$ cat config.mk
export PLATFORM = sky130hd
export DESIGN_NAME = layer_load_scheduler
export DESIGN_NICKNAME = d
export VERILOG_FILES = /design/src/rtl/layer_load_scheduler.sv
export SDC_FILE = /design/constraint.sdc
export NUM_CORES = 1
export LEC_CHECK = 0
export ABC_AREA = 0
export CAP_MARGIN = 10
export CELL_PAD_IN_SITES_DETAIL_PLACEMENT = 0
export CELL_PAD_IN_SITES_GLOBAL_PLACEMENT = 1
export CORE_MARGIN = 10
export CORE_UTILIZATION = 21
export DETAILED_ROUTE_END_ITERATION = 10
export PLACE_DENSITY = 0.89
export SYNTH_ARGS = -nofsm -noshare
export SYNTH_HDL_FRONTEND = slang
export SYNTH_SLANG_ARGS = --single-unit
export TNS_END_PERCENT = 100
$ cat constraint.sdc
create_clock -name clk -period 4.66 [get_ports clk]
set_input_delay 0.932 -clock clk [delete_from_list [all_inputs] [get_ports clk]]
set_output_delay 0.932 -clock clk [all_outputs]
set_load 0.02 [all_outputs]
$ cat src/rtl/layer_load_scheduler.sv
// Purpose: sequences one full network pass: weight/input fetch from the buffer, then PE-array compute enables.
// Latency: first read the cycle after start_i; read data/tags return one cycle after the read; 1104 busy cycles unstalled.
// Backpressure: array_ready_i low freezes state/counters and suppresses reads and compute; in-flight read still returns.
module layer_load_scheduler #(
    parameter int DATA_W      = 64,
    parameter int ADDR_W      = 8,
    parameter int WEIGHT_BASE = 0,
    parameter int INPUT_BASE  = 64
) (
    input  logic              clk,
    input  logic              rst,
    input  logic              start_i,
    input  logic              array_ready_i,
    output logic              mem_rd_en_o,
    output logic [ADDR_W-1:0] mem_addr_o,
    input  logic [DATA_W-1:0] mem_rdata_i,
    output logic [DATA_W-1:0] data_o,
    output logic              weight_valid_o,
    output logic              input_valid_o,
    output logic              input_sel_o,
    output logic              compute_en_o,
    output logic [2:0]        layer_o,
    output logic [3:0]        row_o,
    output logic [2:0]        weight_o,
    output logic              result_valid_o,
    output logic              busy_o,
    output logic              done_o
);

    typedef enum logic [2:0] {
        IDLE    = 3'd0,
        LOAD_W  = 3'd1,
        LOAD_I  = 3'd2,
        COMPUTE = 3'd3,
        DONE    = 3'd4
    } state_t;

    state_t     state_q, state_d;
    logic [2:0] layer_q, layer_d;
    logic [3:0] row_q, row_d;
    logic [2:0] w_q, w_d;

    // Tags of the read issued last cycle; they line up with the word the buffer returns now.
    logic       ret_w_q;
    logic       ret_i_q;
    logic [2:0] ret_widx_q;
    logic [3:0] ret_row_q;

    // State and pass counters.
    always_ff @(posedge clk) begin
        if (rst) begin
            state_q <= IDLE;
            layer_q <= '0;
            row_q   <= '0;
            w_q     <= '0;
        end else begin
            state_q <= state_d;
            layer_q <= layer_d;
            row_q   <= row_d;
            w_q     <= w_d;
        end
    end

    // Register the kind and index of each issued read so the returning word carries its tag; reset drops it.
    always_ff @(posedge clk) begin
        if (rst) begin
            ret_w_q    <= 1'b0;
            ret_i_q    <= 1'b0;
            ret_widx_q <= '0;
            ret_row_q  <= '0;
        end else begin
            ret_w_q    <= mem_rd_en_o && (state_q == LOAD_W);
            ret_i_q    <= mem_rd_en_o && (state_q == LOAD_I);
            ret_widx_q <= w_q;
            ret_row_q  <= row_q;
        end
    end

    // Next-state, counter update, read issue and compute strobes; a low array_ready_i holds everything.
    always_comb begin
        state_d        = state_q;
        layer_d        = layer_q;
        row_d          = row_q;
        w_d            = w_q;
        mem_rd_en_o    = 1'b0;
        mem_addr_o     = '0;
        compute_en_o   = 1'b0;
        result_valid_o = 1'b0;
        case (state_q)
            IDLE: begin
                if (start_i) begin
                    state_d = LOAD_W;
                end
            end
            LOAD_W: begin
                if (array_ready_i) begin
                    mem_rd_en_o = 1'b1;
                    mem_addr_o  = ADDR_W'(WEIGHT_BASE) + ADDR_W'({layer_q, w_q});
                    if (w_q == 3'd7) begin
                        w_d     = '0;
                        state_d = (layer_q == 3'd0) ? LOAD_I : COMPUTE;
                    end else begin
                        w_d = w_q + 3'd1;
                    end
                end
            end
            LOAD_I: begin
                if (array_ready_i) begin
                    mem_rd_en_o = 1'b1;
                    mem_addr_o  = ADDR_W'(INPUT_BASE) + ADDR_W'(row_q);
                    state_d     = COMPUTE;
                end
            end
            COMPUTE: begin
                if (array_ready_i) begin
                    compute_en_o = 1'b1;
                    if (w_q == 3'd7) begin
                        result_valid_o = (layer_q == 3'd7);
                        w_d            = '0;
                        if (row_q == 4'd15) begin
                            row_d = '0;
                            if (layer_q == 3'd7) begin
                                layer_d = '0;
                                state_d = DONE;
                            end else begin
                                layer_d = layer_q + 3'd1;
                                state_d = LOAD_W;
                            end
                        end else begin
                            row_d   = row_q + 4'd1;
                            // Only layer 0 streams rows from the buffer; later layers reuse the array's own results.
                            state_d = (layer_q == 3'd0) ? LOAD_I : COMPUTE;
                        end
                    end else begin
                        w_d = w_q + 3'd1;
                    end
                end
            end
            DONE: begin
                state_d = IDLE;
            end
            default: begin
                state_d = IDLE;
            end
        endcase
    end

    assign busy_o         = (state_q == LOAD_W) || (state_q == LOAD_I) || (state_q == COMPUTE);
    assign done_o         = (state_q == DONE);
    assign input_sel_o    = busy_o && (layer_q != 3'd0);
    assign layer_o        = layer_q;
    assign weight_valid_o = ret_w_q;
    assign input_valid_o  = ret_i_q;
    // The buffer's output register is the return stage; data_o is that word, zero when nothing is returning.
    assign data_o         = (ret_w_q || ret_i_q) ? mem_rdata_i : '0;
    // A returning word shows its own tag; otherwise the live counter (the step being issued or applied).
    assign weight_o       = ret_w_q ? ret_widx_q : w_q;
    assign row_o          = ret_i_q ? ret_row_q : row_q;

endmodule
After elaboration in Yosys (flattened, before gate mapping) --
Cells that the tools add are included.
Word-level totals: register bits after elaboration 22, output and inout bits 90, ROM bits 0, memories kept 0, RAM bits 0, bits in latches 0, logic and storage cells 65
Cells by class: muxes and demuxes 25, shift-type cells 0, divide/modulo/power cells 0, reductions and logical operators 15, multipliers 0, magnitude comparators 0, eq/ne operators 13, add/subtract/negate cells 4, bitwise logic cells 0
Operator list (count):
- 64-bit two-way mux | 1
- 3-bit two-way mux | 11
- 8-bit one-hot mux with 2 select lines | 1
- 2-bit != test (second input constant) | 6
- 3-bit one-hot mux with 4 select lines | 1
- 3-bit equality test (second input constant) | 3
- 7-bit by 4-bit adder with 8-bit output (first input constant) | 1
- 4-bit two-way mux | 2
- 8-bit two-way mux | 1
- 1-bit two-way mux | 7
- 3-bit by 1-bit adder with 3-bit output (second input constant) | 2
- 3-bit by 2-bit equality test with 1-bit output (second input constant) | 2
- 3-bit logical NOT | 2
- 6-bit two-way mux | 1
- 6-bit AND reduction | 1
- 4-bit by 1-bit adder with 4-bit output (second input constant) | 1
- 4-bit equality test (second input constant) | 1
- 4-bit AND reduction | 1
- 2-bit OR reduction | 2
- 3-bit by 1-bit equality test with 1-bit output (second input constant) | 1
- 1-bit logical AND | 3
- 1-bit logical OR | 3
- 3-bit AND reduction | 1
- 3-bit nonzero test | 1
- 2-bit AND reduction | 1

Depth between registers and ports, before layout --
depth in word-level cells 6, depth in mapped cells 6, gate-level depth less buffers 5

Worst setup path after synthesis --
OpenSTA, ideal clock, no wires.
kind input port to output port, start input port array_ready_i, end output port mem_addr_o[0], path slack 2.063 ns, path buffers 0, arrival time 1.665 ns, stages on the path 2, path through nor4b_4 > a22o_1
On the way: word-level cells in the longest chain between the ends 2
RTL lines:
- start, declared | RTL line 13 | input logic array_ready_i,
- 8-bit two-way mux / 6-bit two-way mux (equally long branches) | RTL line 108, 96
- 8-bit one-hot mux with 2 select lines * | RTL line 89 | case (state_q)
- end, declared | RTL line 15 | output logic [ADDR_W-1:0] mem_addr_o,
Mark *: on every way between the ends. The rest lies on a longest branch, timed or not.

Worst setup path after layout --
start input port array_ready_i, end output port mem_addr_o[1]
Same word-level chain as after synthesis.

==> qor.yml <==
timing.critical_path.arrival_ns: 2.96
synth_fa_ha_area_frac: 0.0463
synth_seq_cells: 22
synth_xor_area_frac: 0.00540
postCtsSetupBuffers: 0
end_kind: "output port"
p_sw_frac: 0.245
tns_ns: 0
cts-resized-gates: 0
hpwl_um: 6160
h-tree-depth: 1
wl_per_cell_um: 16.6
num_rows: 31
p_sw_mw: 0.109
io_pins: 158
seq_area_frac_synth: 0.272
tightestPinTransition_ns: 1.12
num_vias: 1845
yosysTopAreaCell: "dfxtp_1"
synthMuxAreaShare: 0.0880
synth_top_family_by_area: "simple AND/OR/NAND/NOR gates"
comb_power_share: 0.306
ys_types: 39
die_area_um2: 11600
hold_start: "layer_o[2]"
r2r_cells: 5
place.gp.congestion: 0.801
clkLatencyLatePin_ns: 0.26
max_freq_mhz: 257
reg2reg_to: "layer_o[0]"
drt_iter0_drc: 97
syn_area_um2: 1620
dpl-instance-area_um2: 3240
grt.total_usage: 0.109
async_flop_share: 0
die_w_um: 108
seqPwrFrac: 0.436
path_cells: "clkdlybuf4s50_1 -> nand3b_2 -> nor2_1 -> a22o_1 -> clkdlybuf4s50_1"
cp_common_cell: "clkdlybuf4s50_1"
synth_compound_area_frac: 0.0687
irDropWorstVdd_mv: 0.207
fin_worst_skew_ns: 0.00406
internal-power_mw: 0.335
fin_area_um2: 3280
nFillCells: 715
cp_max_fo: 9
yosysTopAreaCellShare: 0.272
cts-root-buf: "clkbuf_8"
grt_overflow: 0
tritoncts: "yes"
diodes: 0
grt_pass1_vias: 1688
start_util: 0.220
antenna_found_initial: 0
vias_per_cell: 4.26
finalHoldWorstSlack_ns: 0.534
clockBufferDepth: 2
finalSetupViolations: 0
synth_edf_count: 0
hold_viol: 0
layout.nets: 410
synthTopCellsByArea: "dfxtp_1 27%, nor2b_1 17%, and2b_1 14%, mux2_2 6.9%, ha_1 4.6%"
yosys.area_share.simple: 0.461
syn_nets: 262
hold_path_end: "layer_o[2]"
yosys_warnings: 0
syn2layout_area_growth_pct: 102
rsz0062_at_grt: "no"
synth_cells: 188
grt_max_degree: 65
period_share: 0.834
drc: 0
ant_nets: 0
reg2reg_setup_slack_ns: 2.74
clk_pin_slew_ns: 0.07
crit_type: "in2out"
grt_pass1_wl_um: 10100
cts.sinks: 22
cts-buffers-inserted: 3
fin_crit_ns: 3.89
hold_class: "reg2reg"
synth.avg_cell_area_um2: 8.63
coreArea_um2: 7370
multi_input_area_um2: 1100
crit_path_max_incr_delay_ns: 0.63
finalWirelength_um: 7190
worst_path_max_delay_cell: "clkdlybuf4s50_1"
holdPathStages: 2
worstPathRequired_ns: 3.73
maxSlewViolCount: 0
regArea_um2: 440
status: "finished clean"
yosysMostFrequentCell: "nor2b_1"
hold_buffers: 0
maxSlewHeadroom: 0.251
ys_top_cells_by_count: "43 x nor2b_1, 30 x and2b_1, 22 x dfxtp_1, 10 x mux2_2"
power.density_nw_per_um2: 135
power_frac_clock: 0.257
cp-start-kind: "input pin"
p_total_mw: 0.444
drive_gt1_frac: 0.0569
synthFlopType: "dfxtp_1"
r2r-start: "w_q[0]"
drv_cap: 0
leakage_nw: 1.29
io_buffers: 156
first_pass_iters: 4
die-height_um: 108
==> metal layers <==
metal,share of wire,vias up,global-route usage,routed length (um)
li1,-,919,-,-
met1,0.39,827,0.120,2770
met2,0.51,95,0.196,3640
met3,0.10,4,0.0443,737
met4,0.0063,0,0.0172,45
met5,0,-,0,0
==> worst max-delay path, delay by kind of cell <==
kind | cells | cell delay (ns)
AO/OA/AOI/OAI | 1 | 0.22
buffers and inverters | 2 | 1.25
AND/OR/NAND/NOR | 2 | 0.54
==> registers in the layout (all words and copies together) (netlist names) <==
signal          cells
ret_widx_q          3
weight_valid_o      1
layer_o             3
state_q             3
row_q               4
input_valid_o       1
w_q                 3
ret_row_q           4
==> placed cells by master, fill, tap and decap left out, types with 5 or more instances in the layout <==
| cell | synthesis | final |
|---|---|---|
| mux2_2 | 10 | 10 |
| clkdlybuf4s50_1 | 0 | 156 |
| nand3_1 | 5 | 5 |
| ha_1 | 6 | 6 |
| nor3_1 | 6 | 6 |
| and2b_1 | 30 | 30 |
| nor2_1 | 8 | 7 |
| nor2b_1 | 43 | 43 |
| inv_1 | 5 | 5 |
| dfxtp_1 | 22 | 22 |
==> metrics by stage <==
step	std cells	setup WS, ns	util
finish	433	0.772	0.446
global route	433	0.640	0.446
CTS	433	0.736	0.446
detailed placement	430	0.742	0.440
global placement	430	0.794	0.440
floorplan	188	2.06	-
==> power by group through the flow <==
stage	clock network (mW)	registers (mW)	logic [mW]
2_1_floorplan	0	0.196	0.0506
3_3_place_gp	0	0.198	0.136
3_5_place_dp	0	0.198	0.138
4_1_cts	0.117	0.194	0.138
5_1_grt	0.125	0.194	0.145
6_report	0.114	0.194	0.136
==> worst max-delay path by stage <==
stage                              from  cells after the start  slack [ns]             to
after floorplan           array_ready_i                      2        2.06  mem_addr_o[0]
after global placement    array_ready_i                      5        0.79  mem_addr_o[1]
after detailed placement  array_ready_i                      5        0.74  mem_addr_o[1]
after CTS                 array_ready_i                      5        0.74  mem_addr_o[1]
after global routing      array_ready_i                      5        0.64  mem_addr_o[1]
final                     array_ready_i                      5        0.77  mem_addr_o[1]
==> cells by family after synthesis <==
kind of cell / count (synthesis)
and+or+nand+nor: 112
other: 1
DFF: 22
adders and majority gates: 6
xor gates and xnor gates: 1
muxes: 13
buffers and inverters: 18
AOI/OAI and AO/OA: 15
==> final cells by class <==
type,instances,share of cell area
Sequential cell,22,0.134
Tap cell,99,0.0377
Clock buffer,3,0.0126
Timing Repair Buffer,156,0.476
Multi-Input combinational cell,148,0.334
Inverter,5,0.00572
No activity file was read; power rests on OpenSTA's default activity.
